==> src/rtl/lsu_pkg.sv <==
// Shared definitions for the load/store unit: funct3 encodings, UART
// register offsets, FSM states and the load extension helper.
package lsu_pkg;

    // RV32 load size/sign codes
    typedef enum logic [2:0] {
        F3_LB  = 3'b000,
        F3_LH  = 3'b001,
        F3_LW  = 3'b010,
        F3_LBU = 3'b100,
        F3_LHU = 3'b101
    } load_f3_e;

    // RV32 store size codes
    typedef enum logic [2:0] {
        F3_SB = 3'b000,
        F3_SH = 3'b001,
        F3_SW = 3'b010
    } store_f3_e;

    // UART register offsets within the MMIO block
    localparam logic [3:0] MMIO_OFF_TX     = 4'h0;
    localparam logic [3:0] MMIO_OFF_RX     = 4'h4;
    localparam logic [3:0] MMIO_OFF_STATUS = 4'h8;

    typedef enum logic {
        IDLE = 1'b0,
        MEM  = 1'b1
    } state_e;

    // Select the addressed lane of a memory word and sign/zero extend it.
    function automatic logic [31:0] load_extend(input logic [2:0]  f3,
                                                input logic [1:0]  off,
                                                input logic [31:0] word);
        logic [31:0] sh;
        logic [31:0] ext;
        sh = word >> {off, 3'b000};
        case (f3)
            F3_LB:   ext = {{24{sh[7]}}, sh[7:0]};
            F3_LBU:  ext = {24'h00_0000, sh[7:0]};
            F3_LH:   ext = {{16{sh[15]}}, sh[15:0]};
            F3_LHU:  ext = {16'h0000, sh[15:0]};
            default: ext = sh;
        endcase
        return ext;
    endfunction

endpackage

==> src/rtl/lsu_fifo.sv <==
// Synchronous byte FIFO used for the UART TX and RX queues. A push into a
// full FIFO is accepted when a pop happens in the same cycle.
module lsu_fifo
    import lsu_pkg::*;
#(
    parameter int WIDTH = 8,
    parameter int DEPTH = 8
) (
    input  logic             clk,
    input  logic             rst,
    input  logic             push,
    input  logic             pop,
    input  logic [WIDTH-1:0] din,
    output logic [WIDTH-1:0] dout,
    output logic             full,
    output logic             empty
);

    localparam int PW = $clog2(DEPTH);
    localparam int CW = PW + 1;

    logic [WIDTH-1:0] mem_r [DEPTH];
    logic [PW-1:0]    wr_ptr_r;
    logic [PW-1:0]    rd_ptr_r;
    logic [CW-1:0]    count_r;
    logic             push_ok_s;
    logic             pop_ok_s;

    assign pop_ok_s  = pop & ~empty;
    assign push_ok_s = push & (~full | pop_ok_s);
    assign full      = (count_r == CW'(DEPTH));
    assign empty     = (count_r == {CW{1'b0}});
    assign dout      = mem_r[rd_ptr_r];

    // Storage array write
    always_ff @(posedge clk) begin
        if (push_ok_s) begin
            mem_r[wr_ptr_r] <= din;
        end
    end

    // Pointer and occupancy tracking
    always_ff @(posedge clk or posedge rst) begin
        if (rst) begin
            wr_ptr_r <= {PW{1'b0}};
            rd_ptr_r <= {PW{1'b0}};
            count_r  <= {CW{1'b0}};
        end else begin
            if (push_ok_s) begin
                wr_ptr_r <= wr_ptr_r + 1'b1;
            end
            if (pop_ok_s) begin
                rd_ptr_r <= rd_ptr_r + 1'b1;
            end
            case ({push_ok_s, pop_ok_s})
                2'b10:   count_r <= count_r + 1'b1;
                2'b01:   count_r <= count_r - 1'b1;
                default: count_r <= count_r;
            endcase
        end
    end

endmodule

==> src/rtl/lsu_mmio.sv <==
// Load/store unit between the MEM stage and data memory / UART.
// Sub-word accesses with byte enables, a request/ready memory handshake
// that stalls the pipeline, and TX/RX byte FIFOs behind MMIO registers.
// Build option LSU_MISALIGN_TRAP_EN: misaligned accesses are rejected and
// flagged on misalign_err instead of being forced to natural alignment.
module lsu_mmio
    import lsu_pkg::*;
#(
    parameter int              ADDR_W    = 32,
    parameter int              TX_DEPTH  = 8,
    parameter int              RX_DEPTH  = 8,
    parameter logic [ADDR_W-1:0] MMIO_BASE = ADDR_W'(32'h1000_0000)
) (
    input  logic              clk,
    input  logic              rst,
    input  logic              rd_en,
    input  logic              wr_en,
    input  logic [2:0]        funct3,
    input  logic [ADDR_W-1:0] addr,
    input  logic [31:0]       wr_data,
    output logic [31:0]       rdata,
    output logic              stall,
    output logic              mem_req,
    output logic              mem_we,
    output logic [ADDR_W-1:0] mem_addr,
    output logic [3:0]        mem_be,
    output logic [31:0]       mem_wdata,
    input  logic              mem_ready,
    input  logic [31:0]       mem_rdata,
    output logic              uart_tx_valid,
    output logic [7:0]        uart_tx_data,
    input  logic              uart_tx_ready,
    input  logic              uart_rx_valid,
    input  logic [7:0]        uart_rx_data
`ifdef LSU_MISALIGN_TRAP_EN
    ,
    output logic              misalign_err
`endif
);

    state_e      state_r, state_nx_s;
    logic        access_s, is_load_s, is_store_s, is_mmio_s;
    logic        misaligned_s, trap_s, go_mem_s;
    logic [1:0]  off_s;
    logic [3:0]  be_s;
    logic [31:0] lane_data_s;
    logic [3:0]  mmio_off_s;
    logic [2:0]  f3_r;
    logic [1:0]  off_r;
    logic        rx_overflow_r;
    logic        tx_push_s, tx_pop_s, tx_full_s, tx_empty_s;
    logic        rx_pop_s, rx_full_s, rx_empty_s;
    logic [7:0]  rx_dout_s;
    logic        status_rd_s, rx_drop_s;
    logic [31:0] rdata_s;
    logic        stall_s;

    // Loads take priority when both requests are raised.
    assign access_s   = rd_en | wr_en;
    assign is_load_s  = rd_en;
    assign is_store_s = wr_en & ~rd_en;
    assign is_mmio_s  = (addr[ADDR_W-1:4] == MMIO_BASE[ADDR_W-1:4]);
    assign mmio_off_s = {addr[3:2], 2'b00};

    // Size decode: alignment check, lane offset, byte enables, lane data
    always_comb begin
        misaligned_s = 1'b0;
        off_s        = 2'b00;
        be_s         = 4'b1111;
        lane_data_s  = wr_data;
        case (funct3[1:0])
            2'b00: begin
                misaligned_s = 1'b0;
                off_s        = addr[1:0];
                be_s         = 4'b0001 << addr[1:0];
                lane_data_s  = {4{wr_data[7:0]}};
            end
            2'b01: begin
                misaligned_s = addr[0];
                off_s        = {addr[1], 1'b0};
                be_s         = 4'b0011 << {addr[1], 1'b0};
                lane_data_s  = {2{wr_data[15:0]}};
            end
            default: begin
                misaligned_s = (addr[1:0] != 2'b00);
                off_s        = 2'b00;
                be_s         = 4'b1111;
                lane_data_s  = wr_data;
            end
        endcase
    end

`ifdef LSU_MISALIGN_TRAP_EN
    assign trap_s = access_s & misaligned_s;
`else
    assign trap_s = 1'b0;
`endif

    assign go_mem_s = access_s & ~is_mmio_s & ~trap_s;

    // FSM state register; reset aborts any outstanding request
    always_ff @(posedge clk or posedge rst) begin
        if (rst) begin
            state_r <= IDLE;
        end else begin
            state_r <= state_nx_s;
        end
    end

    // FSM next-state logic
    always_comb begin
        state_nx_s = state_r;
        case (state_r)
            IDLE:    state_nx_s = go_mem_s ? MEM : IDLE;
            MEM:     state_nx_s = mem_ready ? IDLE : MEM;
            default: state_nx_s = IDLE;
        endcase
    end

    // FSM outputs: stall, load result and FIFO controls
    always_comb begin
        stall_s     = 1'b0;
        rdata_s     = 32'h0000_0000;
        tx_push_s   = 1'b0;
        rx_pop_s    = 1'b0;
        status_rd_s = 1'b0;
        case (state_r)
            IDLE: begin
                if (access_s && is_mmio_s && !trap_s) begin
                    if (is_load_s) begin
                        case (mmio_off_s)
                            MMIO_OFF_RX: begin
                                if (!rx_empty_s) begin
                                    rdata_s  = {24'h00_0000, rx_dout_s};
                                    rx_pop_s = 1'b1;
                                end else begin
                                    rdata_s  = 32'hFFFF_FFFF;
                                end
                            end
                            MMIO_OFF_STATUS: begin
                                rdata_s     = {29'h0, rx_overflow_r, tx_full_s, ~rx_empty_s};
                                status_rd_s = 1'b1;
                            end
                            default: rdata_s = 32'h0000_0000;
                        endcase
                    end else if (mmio_off_s == MMIO_OFF_TX) begin
                        // A slot freed by this cycle's drain can be reused immediately.
                        if (!tx_full_s || tx_pop_s) begin
                            tx_push_s = 1'b1;
                        end else begin
                            stall_s = 1'b1;
                        end
                    end else begin
                        tx_push_s = 1'b0;
                    end
                end else if (go_mem_s) begin
                    stall_s = 1'b1;
                end else begin
                    stall_s = 1'b0;
                end
            end
            MEM: begin
                if (mem_ready) begin
                    rdata_s = load_extend(f3_r, off_r, mem_rdata);
                end else begin
                    stall_s = 1'b1;
                end
            end
            default: stall_s = 1'b0;
        endcase
    end

    // Reset masks the combinational outputs so stall drops at once.
    assign stall   = stall_s & ~rst;
    assign rdata   = rst ? 32'h0000_0000 : rdata_s;
    assign mem_req = (state_r == MEM);

    // Memory request fields, captured when a transaction is launched
    always_ff @(posedge clk or posedge rst) begin
        if (rst) begin
            mem_addr  <= {ADDR_W{1'b0}};
            mem_be    <= 4'b0000;
            mem_wdata <= 32'h0000_0000;
            mem_we    <= 1'b0;
            f3_r      <= 3'b000;
            off_r     <= 2'b00;
        end else if (state_r == IDLE && go_mem_s) begin
            mem_addr  <= {addr[ADDR_W-1:2], 2'b00};
            mem_be    <= be_s;
            mem_wdata <= is_store_s ? lane_data_s : 32'h0000_0000;
            mem_we    <= is_store_s;
            f3_r      <= funct3;
            off_r     <= off_s;
        end
    end

    assign tx_pop_s      = ~tx_empty_s & uart_tx_ready;
    assign uart_tx_valid = ~tx_empty_s;
    assign rx_drop_s     = uart_rx_valid & rx_full_s & ~rx_pop_s;

    // Sticky RX overflow flag; a new drop wins over a clearing read
    always_ff @(posedge clk or posedge rst) begin
        if (rst) begin
            rx_overflow_r <= 1'b0;
        end else if (rx_drop_s) begin
            rx_overflow_r <= 1'b1;
        end else if (status_rd_s) begin
            rx_overflow_r <= 1'b0;
        end
    end

`ifdef LSU_MISALIGN_TRAP_EN
    // One-cycle pulse for each rejected misaligned access
    always_ff @(posedge clk or posedge rst) begin
        if (rst) begin
            misalign_err <= 1'b0;
        end else begin
            misalign_err <= trap_s & (state_r == IDLE);
        end
    end
`endif

    lsu_fifo #(.WIDTH(8), .DEPTH(TX_DEPTH)) u_tx_fifo (
        .clk   (clk),
        .rst   (rst),
        .push  (tx_push_s),
        .pop   (tx_pop_s),
        .din   (wr_data[7:0]),
        .dout  (uart_tx_data),
        .full  (tx_full_s),
        .empty (tx_empty_s)
    );

    lsu_fifo #(.WIDTH(8), .DEPTH(RX_DEPTH)) u_rx_fifo (
        .clk   (clk),
        .rst   (rst),
        .push  (uart_rx_valid),
        .pop   (rx_pop_s),
        .din   (uart_rx_data),
        .dout  (rx_dout_s),
        .full  (rx_full_s),
        .empty (rx_empty_s)
    );

endmodule

==> config.mk <==
export PLATFORM = sky130hd
export DESIGN_NAME = lsu_mmio
export DESIGN_NICKNAME = d
export VERILOG_FILES = /design/src/rtl/lsu_pkg.sv /design/src/rtl/lsu_fifo.sv /design/src/rtl/lsu_mmio.sv
export SDC_FILE = /design/constraint.sdc
export NUM_CORES = 1
export LEC_CHECK = 0
export CORE_MARGIN = 2
export CORE_UTILIZATION = 51
export DETAILED_ROUTE_END_ITERATION = 12
export GPL_ROUTABILITY_DRIVEN = 0
export PLACE_DENSITY = 0.81
export SYNTH_ARGS = -nofsm -noshare
export SYNTH_HDL_FRONTEND = slang
export SYNTH_SLANG_ARGS = --single-unit
==> constraint.sdc <==
create_clock -name clk -period 4.1 [get_ports clk]
set_input_delay 0.615 -clock clk [delete_from_list [all_inputs] [get_ports clk]]
set_output_delay 0.615 -clock clk [all_outputs]
set_load 0.01 [all_outputs]
Word-level counts from Yosys, hierarchy flattened
Memory sizes are Yosys's and may differ from the RTL's. Cells that the tools add are included.

Register bits: 94. Memory bits (writable): 128. Bits of input ports: 114. Output and inout port bits: 112. Memories: 2.

Memories: u_rx_fifo.mem_r (words 8, width 8, rd ports 1, clocked after memory_dff 0, write ports 1, line lsu_fifo.sv:22) `logic [WIDTH-1:0] mem_r [DEPTH];`; u_tx_fifo.mem_r (words 8, width 8, rd ports 1, clocked after memory_dff 0, write ports 1, line lsu_fifo.sv:22).

$add $sub $neg: 8. Eq/ne operators: 13. Shift-type cells: 3. Mux-type cells: 42. Bitwise operators: 22. Reduce and logical (&&, ||, !) cells: 12.

Operator list (count): $mux W32 (6); $pmux W32 S2 (3); $pmux W32 S4 (1); $shr A32 B5 Y32 (1); $eq A28 B25 Y1 const B (1); $mux W1 (26); $pmux W4 S2 (3); $add A3 B1 Y3 const B (4); $logic_not A4 Y1 (3); $and A1 B1 Y1 (10); $not A1 Y1 (9); $add A4 B1 Y4 const B (2); $eq A2 B1 Y1 const B (4); $eq A4 B4 Y1 const B (2); $sub A4 B1 Y4 const B (2); $eq A2 B2 Y1 const B (3); $eq A3 B3 Y1 const B (2); $reduce_bool A2 Y1 (3); $pmux W1 S2 (2); $pmux W2 S2 (1); $shl A1 B2 Y4 const A (1); $shl A2 B2 Y4 const A (1); $eq A3 B1 Y1 const B (1); $logic_not A3 Y1 (1); other kinds (5) (8).

Longest topological paths before layout
Gate-level depths: netlist of the first run.

Depth in word-level cells: 12. Depth in mapped cells: 13. Depth with buffers taken out: 13.

Hierarchy
A second synthesis of the first run with hierarchy kept.

Cell total of the unflattened synthesis: 790. Area, all modules: 10497.6 um^2.

Modules (own cells, without submodules): lsu_fifo (instances 2, cells an instance 165, area each 3135.5 um^2, sequential area each 2172.1 um^2); lsu_mmio (instances 1, cells an instance 460, area each 4226.6 um^2, sequential area each 1851.8 um^2).

Least setup slack after synthesis of the first run
Ideal clock, no wire load.

Path kind: input port to output port. Start: input port rst. End: output port rdata[3]. Arrival: 3.274 ns. Required time: 3.485 ns. Path slack: 0.211 ns. Cell stages on the path: 4. Buffers on the path: 0. Cells stage by stage: inv_1 > and3_1 > inv_1 > o22ai_1.

Word-level cells in the longest chain between the ends: 1.

RTL lines: from (decl) (line lsu_mmio.sv:15) `input logic rst,`; $mux W32 (line lsu_mmio.sv:175) `assign rdata = rst ? 32'h0000_0000 : rdata_s;`; to (decl) (line lsu_mmio.sv:21) `output logic [31:0] rdata,`.

Every way passes these cells.

Final worst setup path of the first run
Start: input port addr[12]. End: output port rdata[27].

Word-level cells in the longest chain between the ends: 5.

RTL lines: from (decl) (line lsu_mmio.sv:19) `input logic [ADDR_W-1:0] addr,`; $eq A28 B25 Y1 (line lsu_mmio.sv:62) `assign is_mmio_s = (addr[ADDR_W-1:4] == MMIO_BASE[ADDR_W-1:4]);`; $logic_and A1 B1 Y1 (line lsu_mmio.sv:129) `if (access_s && is_mmio_s && !trap_s) begin`; $mux W32 (line lsu_mmio.sv:129); $pmux W32 S2 (line lsu_mmio.sv:127) `case (state_r)`; $mux W32 (line lsu_mmio.sv:175).

Every way passes these cells.

==> results.sh, run 1 <==
export IMPL_cts_post_setup_buffers_inserted=0
export IMPL_path_buf_inv=3
export IMPL_synth_top_area_share_pct=37.7
export IMPL_crit_path_cell_trace="clkdlybuf4s50_1 -> nor4_2 -> nand4_2 -> nor4_2 -> a31oi_2 -> buf_4 -> a21oi_1 -> clkdlybuf4s50_1"
export IMPL_finalCriticalPeriod_ps=3900
export IMPL_dpl_cell_count=1209
export IMPL_r2r_cells=10
export IMPL_synth_seq_cells=222
export IMPL_die_w_um=145
export IMPL_drt_iter0_markers=468
export IMPL_viasPerCell=5.68
export IMPL_grt_overflow=0
export IMPL_synth_most_common_cell="edfxtp_1"
export IMPL_finalCritPeriodShare_pct=95.1
export IMPL_ys_seq_area_share_pct=60.8
export IMPL_max_stage_delay_ps=570
export IMPL_crit_end="rdata[27]"
export IMPL_async_reset_ff_share_pct=42.3
export IMPL_nets=1099
export IMPL_rr_endpoint="u_rx_fifo.count_r[3]$_DFFE_PP0P_"
export IMPL_start_kind="input port"
export IMPL_dieArea_um2=21100
export IMPL_path_max_fanout=13
export IMPL_rows=51
export IMPL_synth_area_um2=10200
export IMPL_synthFlopType="edfxtp_1"
export IMPL_cts_hold_buf=0
export IMPL_path_class="input port to output pin"
export IMPL_slew_headroom_pct=34.4
export IMPL_worstPathArrival_ps=3280
export IMPL_grt_pass1_vias=7175
export IMPL_rsz0062_at_grt="false"
export IMPL_coreArea_um2=19500
export IMPL_syn_to_final_growth_pct=34.3
export IMPL_skew_ps=6.16
export IMPL_synth_edf_count=128
export IMPL_vias=7133
export IMPL_synth_cell_types=62
export IMPL_hold_class="flip-flop to flip-flop"
export IMPL_avgSynthCellArea_um2=14.0
export IMPL_slew_violations=0
export IMPL_clock_latency_ps=510
export IMPL_grt_pass1_wl_um=41100
export IMPL_total_power_mw=7.67
export IMPL_crit_slowest_cell="clkdlybuf4s50_1"
export IMPL_initial_core_util_pct=52.2
export IMPL_power_density_nw_per_um2=560
export IMPL_cts_buffer_depth=3
export IMPL_route_detailed_wl_per_inst_um=21.2
export IMPL_reg2reg_from="u_rx_fifo.count_r[0]$_DFFE_PP0P_"
export IMPL_synth_common_cells="edfxtp_1, dfrtp_1, nand2_1"
export IMPL_hold_viol=0
export IMPL_firstDrtPassIters=4
export IMPL_path_depth=8
export IMPL_die_height_um=145
export IMPL_status="finished, final reports clean"
export IMPL_final_layout_size_suffix_gt1_share_pct=18.0
export IMPL_numCtsBuffers=25
export IMPL_cp_end_kind="output pin"
export IMPL_critPathLaunch="addr[12]"
export IMPL_synth_largest_area_cell="edfxtp_1"
export IMPL_setup_viol=0
export IMPL_crit_required_ps=3480
export IMPL_synthCells=730
export IMPL_detailed_place_hpwl_um=18600
export IMPL_final_instance_count_excl_fill=1255
export IMPL_clk_root_buffer_cell="clkbuf_16"
export IMPL_synthTopCellsByArea="edfxtp_1, dfrtp_1, mux4_2, mux2_2, mux2i_1"
export IMPL_cts_sinks=222
export IMPL_num_io_pins=226
export IMPL_cts_resized=0
export IMPL_antenna_found_initial=0
export IMPL_reg2reg_slack_ps=1100
export IMPL_diodes=0
export IMPL_portBuffers=223
export IMPL_ant_nets=0
export IMPL_grt_max_degree=80
export IMPL_worst_slew_pin_slew_ps=981
export IMPL_cpLargestDelayFamily="buffers and inverters"
export IMPL_maxCapViolCount=0
export IMPL_htree_levels=1
export IMPL_cts_tree="built"
export IMPL_synth_warnings=0
export IMPL_path_clk_slew_ps=60
export IMPL_post_route_drc_count=0
export IMPL_p_leak_nw=5.13
export IMPL_wl_um=26600
export IMPL_fin_util_pct=70.2
export IMPL_setup_tns_final_ps=0
export IMPL_fmax_ghz=0.256
export IMPL_grtUsageTotal_pct=24.9
export IMPL_vdd_drop_max_v=0.000547
metrics by stage:
stage / worst slack, ps / area, um^2 / hold slack, ps
5_1_grt: 38.8 / 13700 / 498
2_1_floorplan: 211 / 10200 / 447
3_5_place_dp: 180 / 12900 / 466
6_report: 201 / 13700 / 471
3_3_place_gp: 199 / 12900 / 459
4_1_cts: 184 / 13700 / 480
worst min-delay path: stages (launching register included):
cell	delay, ps
dfrtp_1	330
nand2_1	50
nand2_1	60
cell type report:
cell class                 instances  area [um^2]
tap                              265          332
sequential                       222         6200
clock buffer                      33          666
multi-input combinational        451         3790
fill                            1364         5830
clock inverter                    13          174
timing repair buffer             258         2490
inverter                          13         51.3
worst min path at each step:
stage | from | endpoint | slack [ps] | cells after the start
after floorplan | u_tx_fifo.count_r[3]$_DFFE_PP0P_ | u_tx_fifo.count_r[3]$_DFFE_PP0P_ | 450 | 1
after global placement | mem_be[2]$_DFFE_PP0P_ | mem_be[2]$_DFFE_PP0P_ | 460 | 2
after detailed placement | mem_be[2]$_DFFE_PP0P_ | mem_be[2]$_DFFE_PP0P_ | 470 | 2
after CTS | mem_be[2]$_DFFE_PP0P_ | mem_be[2]$_DFFE_PP0P_ | 480 | 2
after global routing | mem_we$_DFFE_PP0P_ | mem_we$_DFFE_PP0P_ | 500 | 2
final | mem_we$_DFFE_PP0P_ | mem_we$_DFFE_PP0P_ | 470 | 2
kinds of logic (layout without fill, tap and decap cells):
logic type | after synthesis | count (layout) | share of synthesized area [%]
buffers and inverters | 58 | 317 | 2.39
muxes | 129 | 129 | 17.3
DFF | 222 | 222 | 60.8
adders and majority gates | 14 | 14 | 1.79
and+or+nand+nor | 169 | 169 | 8.80
AOI/OAI and AO/OA | 120 | 120 | 7.45
xor gates and xnor gates | 17 | 17 | 1.46
other | 1 | 2 | 0.0368
where the power goes:
| part | internal (mW) | switching [mW] |
|---|---|---|
| Combinational | 1.30 | 1.06 |
| Sequential | 2.75 | 0.301 |
| Clock | 1.40 | 0.870 |
| Total | 5.44 | 2.23 |
cells in the final DEF (no fill, tap or decap), types with 15 or more instances in the layout:
cell type and n:
nor2_1 32, mux2i_1 37, dfrtp_1 94, buf_4 35, clkbuf_16 25, edfxtp_1 128, clkdlybuf4s50_1 223, nand2_1 68
mux2_2 56, nor3_1 15, mux4_2 32, o21ai_0 29, a21oi_1 38
metal layers:
layer,GRT usage [%],vias to the layer above,wire length (um)
met2,43.4,237,13900
li1,-,3244,-
met4,8.24,0,847
met5,0,-,0
met3,3.79,60,1240
met1,32.2,3592,10600
registers in the layout, summed over array words and instances, names as in the netlist:
signal,cells
mem_req,1
mem_addr,30
mem_be,4
off_r,2
u_rx_fifo.mem_r,64
mem_we,1
u_tx_fifo.count_r,4
u_tx_fifo.mem_r,64
rx_overflow_r,1
mem_wdata,32
u_rx_fifo.rd_ptr_r,3
f3_r,3
u_rx_fifo.wr_ptr_r,3
u_rx_fifo.count_r,4
u_tx_fifo.wr_ptr_r,3
u_tx_fifo.rd_ptr_r,3
No activity file was read; power rests on OpenSTA's default activity.
==> run 2: changes to the inputs <==
CTS_CLUSTER_DIAMETER = 80   (was not set)
==> run 2 against run 1 <==
  * Global-route usage down 0.062 points
  * Die area unchanged
  * Clock power down 3%
  * Sequential power about the same
  * Critical endpoint unchanged
  * Worst hold slack better by 0.73 ps
  * Clock skew down 1.7 ps
==> results.sh, run 2 (same netlist as run 1, synthesis figures left out) <==
export IMPL_viasPerCell=5.68
export IMPL_status="finished, final reports clean"
export IMPL_grt_overflow=0
export IMPL_slew_headroom_pct=33.6
export IMPL_multi_input_area_um2=3790
export IMPL_p_comb_share_pct=31.0
export IMPL_path_class="input port to output pin"
export IMPL_antenna_found_initial=0
export IMPL_fmax_ghz=0.256
export IMPL_rows=51
export IMPL_diodes=0
export IMPL_path_max_fanout=13
export IMPL_cts_hold_buf=0
export IMPL_r2r_cells=10
export IMPL_finalCriticalPeriod_ps=3900
export IMPL_vias=7130
export IMPL_finalCritPeriodShare_pct=95.2
export IMPL_cts_buffer_depth=3
export IMPL_final_layout_size_suffix_gt1_share_pct=17.9
export IMPL_firstDrtPassIters=5
export IMPL_pre_cts_ws_ps=180
export IMPL_crit_required_ps=3480
export IMPL_cts_tree="built"
export IMPL_cts_resized=0
export IMPL_power_density_nw_per_um2=557
export IMPL_fillers=1379
export IMPL_setup_tns_final_ps=0
export IMPL_maxCapViolCount=0
export IMPL_htree_levels=1
export IMPL_switching_share_pct=29.3
export IMPL_hold_viol=0
export IMPL_slew_violations=0
export IMPL_path_clk_slew_ps=60
export IMPL_hold_class="flip-flop to flip-flop"
export IMPL_dpl_cell_count=1209
export IMPL_grt_pass1_vias=7188
export IMPL_vdd_drop_max_v=0.000550
export IMPL_initial_core_util_pct=52.2
export IMPL_num_io_pins=226
export IMPL_cts_sinks=222
export IMPL_reg_top3="u_rx_fifo.mem_r x64, u_tx_fifo.mem_r x64, mem_wdata x32"
export IMPL_power_switching_mw=2.23
export IMPL_die_height_um=145
export IMPL_ant_nets=0
export IMPL_drt_iter0_markers=443
export IMPL_setup_ws_ps=198
export IMPL_portBuffers=223
export IMPL_nets=1099
export IMPL_detailed_place_hpwl_um=18600
export IMPL_rsz0062_at_grt="false"
export IMPL_setup_viol=0
export IMPL_clk_root_buffer_cell="clkbuf_16"
export IMPL_whs_ps=472
export IMPL_reg2reg_slack_ps=1100
export IMPL_post_route_drc_count=0
export IMPL_syn_to_final_growth_pct=34.1
export IMPL_worst_slew_pin_slew_ps=993
export IMPL_min_from="mem_we$_DFFE_PP0P_"
export IMPL_numCtsBuffers=25
export IMPL_wl_um=26400
export IMPL_grtUsageTotal_pct=24.8
export IMPL_grt_pass1_wl_um=41000
export IMPL_ff_latch_area_um2=6200
export IMPL_power_share_clock_pct=29.0
export IMPL_worstHoldEndpoint="mem_we$_DFFE_PP0P_"
export IMPL_start_kind="input port"
export IMPL_grt_max_degree=80
export IMPL_worstPathArrival_ps=3290
export IMPL_skew_ps=4.42
export IMPL_intPower_mw=5.38
export IMPL_final_common_cell="clkdlybuf4s50_1"
export IMPL_reg2reg_from="u_rx_fifo.count_r[0]$_DFFE_PP0P_"
export IMPL_min_path_cells=2
export IMPL_die_w_um=145
export IMPL_cts_post_setup_buffers_inserted=0
export IMPL_coreArea_um2=19500
export IMPL_clock_latency_ps=510
export IMPL_total_power_mw=7.61
export IMPL_final_instance_count_excl_fill=1255
export IMPL_final_cell_mix="clkdlybuf4s50_1, edfxtp_1, dfrtp_1"
export IMPL_rr_endpoint="u_rx_fifo.count_r[3]$_DFFE_PP0P_"
export IMPL_seqPwrFrac_pct=40.0
export IMPL_route_detailed_wl_per_inst_um=21.1
export IMPL_dieArea_um2=21100
export IMPL_p_leak_nw=5.11
export IMPL_cp_end_kind="output pin"
run 2: cell count changes in the layout (fill, tap and decap cells not counted):
cell and change:
bufinv_16 -1, clkbuf_1 +1, clkinv_2 -1, clkinv_4 +1
run 2: critical path, stage by stage:
cell	delay, ps
clkdlybuf4s50_1	440
nor4_2	330
nand4_2	200
nor4_2	340
a31oi_2	350
buf_4	300
a21oi_1	140
clkdlybuf4s50_1	570
run 2: final cells by class:
class / count / share of cell area [%]
Sequential cell: 222 / 45.3
Multi-Input combinational cell: 451 / 27.7
Timing Repair Buffer: 258 / 18.2
Clock buffer: 34 / 4.89
Tap cell: 265 / 2.42
Clock inverter: 12 / 1.08
Inverter: 13 / 0.375
run 2: metrics by stage:
| stage | area, um^2 | util, % |
|---|---|---|
| finish | 13700 | 70.0 |
| global route | 13700 | 70.0 |
| CTS | 13700 | 70.0 |
| detailed placement | 12900 | 65.9 |
| global placement | 12900 | 65.9 |
| floorplan | 10200 | - |
run 2: worst max path at each step:
stage               startpoint         to  slack [ps]
finish                addr[12]  rdata[27]         200
global route          addr[18]  rdata[18]          40
CTS                   addr[12]  rdata[27]         180
detailed placement    addr[12]  rdata[27]         180
global placement      addr[18]   rdata[0]         200
floorplan                  rst   rdata[3]         210
run 2: layer usage:
layer  track usage, %  routed length (um)
met1             32.0               10500
met2             43.6               13800
met3             3.61                1290
met4             7.99                 861
met5                0                   0
run 2: power groups by stage:
stage                     logic (mW)  clock network, mW  registers (mW)
final                           2.36               2.21            3.05
after global routing            2.53               2.33            3.09
after CTS                       2.38               2.25            3.05
after detailed placement        2.36                  0            3.08
after global placement          2.32                  0            3.06
after floorplan                 1.26                  0            3.05
==> run 3: changes to the inputs <==
GPL_ROUTABILITY_DRIVEN = not set   (was 0)
==> results of run 3 <==
Same layout as run 2: the final DEF is identical, and so are final timing and power.
